File: src/rtl/rr_request_encoder_if.sv
// Request/grant bundle between the requesters and rr_request_encoder.
// Valid/ready semantics: Req[i] is a level request. Enable=1 means that
// {A,B,C} names the single current owner, and {A,B,C} is stable for as long
// as Enable is high. The owner ends its tenure by pulsing Done or by dropping
// Req[{A,B,C}]. The arbiter may also revoke the grant when the hold limit
// expires. No other handshake exists.
interface rr_request_encoder_if;
  logic [7:0] Req;
  logic       Done;
  logic       Enable;
  logic       A;
  logic       B;
  logic       C;
  logic [7:0] GrantCount;
  logic [1:0] state;       // debug view of the arbiter FSM

  modport master (
    output Req, Done,
    input  Enable, A, B, C, GrantCount, state
  );

  modport slave (
    input  Req, Done,
    output Enable, A, B, C, GrantCount, state
  );
endinterface

File: src/rtl/rr_request_encoder.sv
// Eight-way round-robin arbiter. It produces a registered grant index
// {A,B,C} and a grant-valid Enable for a downstream 3-to-8 decoder.
// Each grant is bounded by HOLD_MAX cycles, and Enable stays low for at
// least two cycles between owners.
module rr_request_encoder #(
  parameter int HOLD_MAX = 15
) (
  input logic                Clock,
  input logic                Reset,
  rr_request_encoder_if.slave bus
);

  localparam logic [1:0] IDLE  = 2'd0;
  localparam logic [1:0] GRANT = 2'd1;
  localparam logic [1:0] GAP   = 2'd2;

  localparam logic [7:0] HOLD_LIM = 8'(HOLD_MAX);

  logic [1:0] state;
  logic [2:0] ptr;
  logic [7:0] hold;
  logic [2:0] idx;
  logic       enable;
  logic [7:0] grant_count;

  logic [2:0] sel;
  logic [2:0] cand;
  logic       found;
  logic       release_now;

  // Rotating priority scan: the first set request at or after ptr wins.
  always_comb begin
    sel   = ptr;
    cand  = ptr;
    found = 1'b0;
    for (int k = 0; k < 8; k++) begin
      cand = ptr + 3'(k);
      if (!found && bus.Req[cand]) begin
        sel   = cand;
        found = 1'b1;
      end
    end
  end

  // Any release cause ends the grant. Several causes at once still give one release.
  always_comb begin
    release_now = bus.Done || !bus.Req[idx] || (hold == HOLD_LIM);
  end

  // FSM, pointer, hold timer and grant counter.
  always_ff @(posedge Clock or posedge Reset) begin
    if (Reset) begin
      state       <= IDLE;
      ptr         <= 3'd0;
      hold        <= 8'd0;
      idx         <= 3'd0;
      enable      <= 1'b0;
      grant_count <= 8'd0;
    end else begin
      case (state)
        IDLE: begin
          if (found) begin
            idx         <= sel;
            enable      <= 1'b1;
            hold        <= 8'd1;
            grant_count <= grant_count + 8'd1;
            state       <= GRANT;
          end
        end
        GRANT: begin
          if (release_now) begin
            enable <= 1'b0;
            ptr    <= idx + 3'd1;
            state  <= GAP;
          end else begin
            hold <= hold + 8'd1;
          end
        end
        GAP: begin
          state <= IDLE;
        end
        default: begin
          state  <= IDLE;
          enable <= 1'b0;
        end
      endcase
    end
  end

  assign bus.Enable     = enable;
  assign bus.A          = idx[2];
  assign bus.B          = idx[1];
  assign bus.C          = idx[0];
  assign bus.GrantCount = grant_count;
  assign bus.state      = state;

endmodule
File: src/flat_wrapper.sv
// flat-port wrapper written by rule: the top's interface ports become plain ports
module rr_request_encoder_flat 
#(
  parameter int HOLD_MAX = 15
)
  (Clock, Reset, bus_Req, bus_Done, bus_Enable, bus_A, bus_B, bus_C, bus_GrantCount, bus_state);
  rr_request_encoder_if bus_i ();
  input logic Clock;
  input logic Reset;
  input wire logic [$bits(bus_i.Req)-1:0] bus_Req;
  input wire logic [$bits(bus_i.Done)-1:0] bus_Done;
  output wire logic [$bits(bus_i.Enable)-1:0] bus_Enable;
  output wire logic [$bits(bus_i.A)-1:0] bus_A;
  output wire logic [$bits(bus_i.B)-1:0] bus_B;
  output wire logic [$bits(bus_i.C)-1:0] bus_C;
  output wire logic [$bits(bus_i.GrantCount)-1:0] bus_GrantCount;
  output wire logic [$bits(bus_i.state)-1:0] bus_state;
  assign bus_i.Req = bus_Req;
  assign bus_i.Done = bus_Done;
  assign bus_Enable = bus_i.Enable;
  assign bus_A = bus_i.A;
  assign bus_B = bus_i.B;
  assign bus_C = bus_i.C;
  assign bus_GrantCount = bus_i.GrantCount;
  assign bus_state = bus_i.state;
  rr_request_encoder #(.HOLD_MAX(HOLD_MAX)) u_core (.Clock(Clock), .Reset(Reset), .bus(bus_i));
endmodule
File: config.mk
export PLATFORM = sky130hd
export DESIGN_NAME = rr_request_encoder_flat
export DESIGN_NICKNAME = d
export VERILOG_FILES = /design/src/rtl/rr_request_encoder_if.sv /design/src/rtl/rr_request_encoder.sv /design/src/flat_wrapper.sv
export SDC_FILE = /design/constraint.sdc
export NUM_CORES = 1
export LEC_CHECK = 0
export ABC_CLOCK_PERIOD_IN_PS = 6370
export BUFFER_PORTS_ARGS = -buffer_cell sky130_fd_sc_hd__buf_4
export CORE_UTILIZATION = 64
export CTS_CLUSTER_DIAMETER = 60
export DETAILED_ROUTE_END_ITERATION = 10
export PLACE_DENSITY = 0.85
export SLEW_MARGIN = 20
export SYNTH_ARGS = -nofsm -noshare
export SYNTH_HDL_FRONTEND = slang
export SYNTH_SLANG_ARGS = --single-unit
File: constraint.sdc
create_clock -name Clock -period 6.37 [get_ports Clock]
set_clock_uncertainty 0.1 [all_clocks]
set_input_delay 0 -clock Clock [delete_from_list [all_inputs] [get_ports Clock]]
set_output_delay 0 -clock Clock [all_outputs]
set_load 0.005 [all_outputs]
* Word level (Yosys, flattened, before mapping) *
Index checks and enable logic that the tools add are counted.

cells by class
  mux-type cells = 42
  reduce and logical (&&, ||, !) cells = 24
  bitwise gates (word level) = 1
  $lt $le $gt $ge = 9
  eq/ne operators = 6
  add/sub/neg operators = 10

operators with widths
  operator               number
  $lt A3 B4 Y1 const B   9
  $bmux W1 S3            9
  $mux W3                7
  $mux W1                19
  $add A8 B1 Y8 const B  2
  $mux W8                2
  $pmux W8 S2            1
  $add A3 B3 Y3 const B  4
  $eq A8 B4 Y1 const B   1
  $logic_not A1 Y1       8
  $logic_and A1 B1 Y1    7
  $add A3 B1 Y3 const B  2
  $add A3 B2 Y3 const B  2
  $reduce_and A2 Y1      3
  $reduce_and A3 Y1      2
  $mux W2                2
  $ne A2 B1 Y1 const B   2
  $pmux W2 S2            1
  $pmux W1 S3            1
  $eq A2 B1 Y1 const B   1
  $eq A2 B2 Y1 const B   1
  $logic_not A2 Y1       1
  $logic_or A1 B1 Y1     2
  $ne A2 B2 Y1 const B   1
  other kinds (2)        2

word-level totals
  flip-flop bits (word level) = 25

* Depth between registers and ports, before layout *
Gate-level depths: netlist of the first run.

  depth in word-level cells = 26
  gate-level depth with buffers = 12

* Worst setup path before layout of the first run *
No wires, ideal clock.

  path type = reg2reg
  from = reg u_core.ptr[1]
  to = reg u_core.grant_count[5] (netlist: u_core.bus.GrantCount[5])
  path slack = 3.474 ns
  path buffers = 2
  stages on the path, launching flop included = 12
  arrival = 2.673 ns
  clock period less this slack = 2.896 ns
  data required time = 6.147 ns
  setup time = 0.123 ns
  cells stage by stage = dfrtp_1 > buf_4 > buf_4 > clkinv_1 > ha_1 > clkinv_1 > mux4_2 > o31a_2 > a41oi_4 > and3_4 > nand4_1 > xnor2_1

between the ends
  word-level cells in the longest chain between the ends = 25
  elaborated cells between the ends (all ways) = 46
  classes of those cells = add/sub (7); mux (24); reduce/logical (15)

ends and longest elaborated chain
  what                                                    RTL line                  text
  from (decl)                                             rr_request_encoder.sv:20  logic [2:0] ptr;
  from (signal assigned)                                  rr_request_encoder.sv:73  ptr <= idx + 3'd1;
  branches (longest 23 deep; another with $add A3 B1 Y3)  n/a
  $mux W1 (*)                                             rr_request_encoder.sv:38  if (!found && bus.Req[cand]) begin
  $reduce_and A2 Y1 (no line) (*)                         n/a
  to (signal assigned)                                    rr_request_encoder.sv:66  grant_count <= grant_count + 8'd1;
  to (decl)                                               rr_request_encoder.sv:24  logic [7:0] grant_count;

Mark *: on every way between the ends. The select of a mux whose other input is x is not followed.
A chain may end at the register's enable or synchronous reset.

* Worst setup path after layout of the first run *
Ends and elaborated chain as after synthesis.

==> flow_summary.ini, run 1 <==
[global_routing]
antenna_found_initial = 0
overflow = 0
grt_pass1_vias = 1853
grt_pass1_wl_um = 9130
grtUsageTotal_pct = 29.2
grt_start_max_net_pins = 26

[detailed_routing]
first_pass_iters = 5
vias_per_cell = 6.58
wl_um = 5520
wl_per_cell_um = 18.4
drtAntennaViolNets = 0
first_iter_violations = 114
via_count = 1974
drc_errors = 0

[clocking]
cts_max_path_buffers = 2
cts_resized = 0
cts_buffers = 3
cts_tree = built
clk_pin_slew_ns = 0.08
cts_htree_levels = 1
clockRootBuffer = clkbuf_8
clock_sinks = 25
insertion_delay_ns = 0.26

[worst_setup_path]
critPathLaunchType = register
critPathRequiredTime_ns = 6.45
worstPathArrival_ns = 4.18
end_kind = register
cp_max_fo = 16
crit_type = reg -> reg

[layout]
fin_area_sq_um = 2620
post-route-util_pct = 71.4
multi_input_area_sq_um = 1650
final_common_cell = dfrtp_1
area_growth_pct = 6.31
seqCellArea_sq_um = 626
num-nets-final = 269
drive_gt1_share_pct = 25.4
n_antenna_cell = 0
fillers = 294
layout_common_cells = dfrtp_1, buf_4, nor2_1

[synthesis]
synth_compound_area_share_pct = 13.8
async_reset_ff_share_pct = 100
yosysWarningCount = 0
synthMuxAreaShare_pct = 27.4
synth_cell_type_count = 64
synthXorXnorAreaFrac_pct = 7.12
synthCells = 240
synth_flop_cell = dfrtp_1
synthAdderAreaFrac_pct = 2.54
ys_seq_area_share_pct = 25.4
ys_ff_latch = 25
syn-num-nets = 256
avgSynthCellArea_sq_um = 10.2
syn_area_sq_um = 2460
yosys.area_share.simple_pct = 16.2
synth_edf_count = 0
synth_top_family_by_area = multiplexers

[pwr]
ir_drop_mv = 0.371
finalPower_mw = 1.50
leakagePower_nw = 1.09
powerDensity_nw_per_um2 = 574

[sta]
tightest_slew_ns = 0.948
post-route-period-util_pct = 64.3
rsz0062_at_grt = no
maxSlewHeadroom_pct = 36.8
finalMaxSlewViolations = 0
setup_tns_ns = 0
finalHoldViolCount = 0
period_minus_slack_ns = 4.10
setup-violations-final = 0
timing.fmax_ghz = 0.244

[die]
die_h_um = 64.0
initial_core_util_pct = 67.2
core_sq_um = 3660
core.rowCount = 22
die_area_sq_um = 4100
pin_count = 25
die_x_um = 64.0

[placed_design]
hpwl_um = 4080
portBuffers = 24
place_area_sq_um = 2550
place.gp.congestion = 0.915

[flow_run]
drv_cap = 0

[run_status]
outcome = complete, no violations

[min_path]
holdCritPathClass = in -> async
## cells by family after synthesis
group | Yosys count
xor+xnor | 20
simple gates | 76
buf+inv | 27
flops | 25
compound gates | 43
fa+ha+maj | 5
mux | 44
## layout make-up
class / count / share of cell area [%]
repair buffers: 26 / 7.66
multi-input cells: 188 / 63.1
clock buffers: 4 / 1.72
inverters: 9 / 1.29
flip-flops and latches: 25 / 23.9
well taps: 48 / 2.30
## where the power goes
group / switching, mW / total (mW) / internal [mW] / leakage (nW)
Combinational: 0.541 / 1.06 / 0.519 / 0.755
Sequential: 0.135 / 0.350 / 0.216 / 0.312
Clock: 0.0467 / 0.0913 / 0.0447 / 0.0228
## stage by stage
step	instances	hold slack (ns)	setup slack, ns
5_1_grt	300	0.396	1.92
3_3_place_gp	294	0.140	2.41
6_report	300	0.376	2.27
4_1_cts	300	0.379	2.22
3_5_place_dp	294	0.151	2.27
2_1_floorplan	240	-0.0727	3.47
## per-layer routing
metal / vias up / part of all wire [%] / global-route usage, %
li1: 922 / - / -
met1: 952 / 44 / 44.8
met2: 94 / 47 / 43.8
met3: 6 / 8.9 / 4.46
met4: 0 / 0.56 / 5.11
met5: - / 0 / 0
## worst paths after layout
check / from / endpoint / slack, ns / cells past startpoint
hold / removal: Reset / u_core.bus.GrantCount[7] / 0.38 / 3
min in group Clock: u_core.bus.GrantCount[7] / u_core.bus.GrantCount[7] / 0.38 / 1
setup reg to reg: u_core.ptr[1] / u_core.bus.GrantCount[5] / 2.27 / 9
setup / recovery: u_core.ptr[1] / u_core.bus.GrantCount[5] / 2.27 / 9
max in group asynchronous: Reset / u_core.hold[7] / 5.24 / 3
hold reg to reg: u_core.bus.GrantCount[7] / u_core.bus.GrantCount[7] / 0.38 / 1
## critical path, stage by stage, from the launching register on
cell      delay [ns]
dfrtp_1         0.74
clkinv_1        0.42
ha_1            0.65
clkinv_1        0.33
mux4_2          0.57
o31a_2          0.18
a41oi_4         0.43
and3_4          0.27
nand4_1         0.11
xnor2_1         0.20
## timing repair
item                                    4_1_cts  5_1_grt
endpoints found under the setup margin        0        0
setup buffers                                 0        0
hold buffers                                  2        0
hold endpoints to repair                     26        0
## synthesized netlist by cell type (2+ instances only)
| library cell | n | area, sq um |
|---|---|---|
| dfrtp_1 | 25 | 626 |
| inv_1 | 6 | 22.5 |
| buf_6 | 3 | 33.8 |
| nor3_1 | 2 | 10.0 |
| and3_2 | 2 | 15.0 |
| nand4_1 | 5 | 31.3 |
| nand2b_1 | 3 | 18.8 |
| buf_4 | 2 | 15.0 |
| nand2_1 | 15 | 56.3 |
| clkbuf_2 | 6 | 30.0 |
| or2_2 | 2 | 12.5 |
| nand4b_1 | 2 | 17.5 |
| mux2_2 | 7 | 78.8 |
| mux4_2 | 14 | 315 |
| ha_1 | 5 | 62.6 |
| o22ai_1 | 2 | 12.5 |
| mux2i_1 | 19 | 190 |
| and3_1 | 2 | 12.5 |
| nor2_1 | 23 | 86.3 |
| o21ai_0 | 4 | 20.0 |
| xnor2_1 | 9 | 78.8 |
| mux4_1 | 3 | 78.8 |
| xor2_1 | 11 | 96.3 |
| clkinv_1 | 2 | 7.51 |
| o211ai_1 | 7 | 52.6 |
| nand3_1 | 7 | 35.0 |
| clkbuf_8 | 3 | 41.3 |
| a21o_1 | 3 | 22.5 |
| a21oi_1 | 11 | 55.1 |
## state kept, by name, indices dropped and copies added (netlist names)
register,count
u_core.bus.GrantCount,8
u_core.hold,8
u_core.idx,3
u_core.ptr,3
u_core.bus.state,2
u_core.bus.Enable,1
Power figures use the tool's default switching activity.
==> run 2, diff against run 1 <==
- ABC_CLOCK_PERIOD_IN_PS: 6370 -> 4000
- CORE_UTILIZATION: 64 -> 60
- PLACE_DENSITY: 0.85 -> 0.8
- clock period: 6.37 -> 4 ns (I/O delays scaled with it)
==> run 2 against run 1 <==
Effect of this change:
- register-to-register slack worse by 1.6 ns
- combinational power grew 67%
- sequential power rose by 42%
- largest power group unchanged
- highest routed layer unchanged
==> flow_summary.ini, run 2 (synthesis results as in run 1) <==
[pwr]
leakagePower_nw = 1.12
ir_drop_mv = 0.460
finalPower_mw = 2.42
powerDensity_nw_per_um2 = 908

[worst_setup_path]
crit_chain = ha_1 -> mux2i_1 -> mux4_1 -> a32o_2 -> a41oi_4 -> and3_4 -> nand4_1 -> xnor2_1
reg2reg_from = u_core.ptr[1]
r2r_cells = 8
r2r_end = u_core.bus.GrantCount[5]
critPathRequiredTime_ns = 4.05
end_kind = register
crit_buf_inv = 0
worstPathArrival_ns = 3.40
critPathTopFamily = compound AO/OA/AOI/OAI gates
cp_max_fo = 15
crit_slowest_cell = ha_1
max_stage_delay_ns = 0.61
rrSetupSlack_ns = 0.65
crit_type = reg -> reg
critPathLaunchType = register
path_depth = 8

[detailed_routing]
drc_errors = 0
wl_um = 5280
via_count = 1948
wl_per_cell_um = 17.3
drtAntennaViolNets = 0
first_iter_violations = 120
first_pass_iters = 5
vias_per_cell = 6.37

[placed_design]
portBuffers = 24
post-place-ws_ns = 0.689
place.gp.congestion = 0.982
hpwl_um = 3990

[sta]
timing.fmax_ghz = 0.298
setup_tns_ns = 0
tightest_slew_ns = 0.910
rsz0062_at_grt = no
finalMaxSlewViolations = 0
maxSlewHeadroom_pct = 39.2
post-route-period-util_pct = 83.8
setup_ws_ns = 0.649
setup-violations-final = 0
finalHoldViolCount = 0
period_minus_slack_ns = 3.35

[clocking]
cts_htree_levels = 1
cts_tree = built
clockRootBuffer = clkbuf_8
cts_buffers = 3
clock_sinks = 25
postCtsSetupBuffers = 0
cts_max_path_buffers = 2
insertion_delay_ns = 0.27
clk_pin_slew_ns = 0.08

[layout]
layout_common_cells = buf_4, dfrtp_1, nor2_1
drive_gt1_share_pct = 27.5
final_common_cell = buf_4
num-nets-final = 275
area_growth_pct = 8.19
n_antenna_cell = 0

[die]
die_x_um = 66.0
die_area_sq_um = 4360
core.rowCount = 22
initial_core_util_pct = 64.8
core_sq_um = 3800
pin_count = 25
die_h_um = 66.0

[run_status]
outcome = complete, no violations

[global_routing]
overflow = 0
grt_start_max_net_pins = 26
grt_pass1_wl_um = 8710
grtUsageTotal_pct = 26.4
antenna_found_initial = 0
grt_pass1_vias = 1730

[flow_run]
drv_cap = 0

[min_path]
holdCritPathClass = in -> async
-- run 2: cell types whose count changed in the layout (fill, tap and decap cells not counted), sizes merged --
cell	before	now
buf	24	30
clkinv	2	3
clkbuf	4	3
-- run 2: worst max path at each step --
stage                       start  slack [ns]                       end
finish              u_core.ptr[1]        0.65  u_core.bus.GrantCount[5]
CTS                 u_core.ptr[1]        0.68  u_core.bus.GrantCount[5]
global placement    u_core.ptr[1]        0.82  u_core.bus.GrantCount[5]
detailed placement  u_core.ptr[1]        0.69  u_core.bus.GrantCount[5]
floorplan           u_core.ptr[1]        1.10  u_core.bus.GrantCount[5]
global route        u_core.ptr[1]        0.48  u_core.bus.GrantCount[5]
-- run 2: timing repair --
| action | in CTS | in global routing |
|---|---|---|
| hold endpoints to repair | 26 | 0 |
| hold buffers | 2 | 0 |
| gates resized for setup | 0 | 0 |
| endpoints found under the setup margin | 0 | 0 |
-- run 2: final cells by class --
| cell class | instances | area (sq um) |
|---|---|---|
| fill | 293 | 1140 |
| inverter | 9 | 33.8 |
| sequential | 25 | 626 |
| multi-input combinational | 188 | 1650 |
| clock buffer | 3 | 41.3 |
| timing repair buffer | 32 | 245 |
| clock inverter | 1 | 5.00 |
| tap | 48 | 60.1 |
-- run 2: power breakdown --
part | switching (mW) | total, mW | internal, mW
Combinational | 0.909 | 1.77 | 0.864
Sequential | 0.154 | 0.498 | 0.345
Clock | 0.0760 | 0.146 | 0.0697
-- run 2: layer usage --
layer / global-route usage, % / wire length [um] / vias up
li1: - / - / 940
met1: 41.9 / 2510 / 921
met2: 38.0 / 2320 / 80
met3: 4.83 / 402 / 7
met4: 3.99 / 51 / 0
met5: 0 / 0 / -
-- run 2: through the flow --
stage	utilization, %	hold WS, ns	instances	area (sq um)
6_report	70.1	0.386	306	2660
5_1_grt	70.1	0.401	306	2660
3_5_place_dp	68.3	0.152	300	2590
3_3_place_gp	68.3	0.151	300	2590
2_1_floorplan	-	-0.0727	240	2460
4_1_cts	70.1	0.388	306	2660
-- run 2: worst reg2reg max path, stage by stage (launching register included) --
cell,delay [ns]
dfrtp_1,0.56
ha_1,0.61
mux2i_1,0.18
mux4_1,0.51
a32o_2,0.31
a41oi_4,0.43
and3_4,0.28
nand4_1,0.11
xnor2_1,0.15
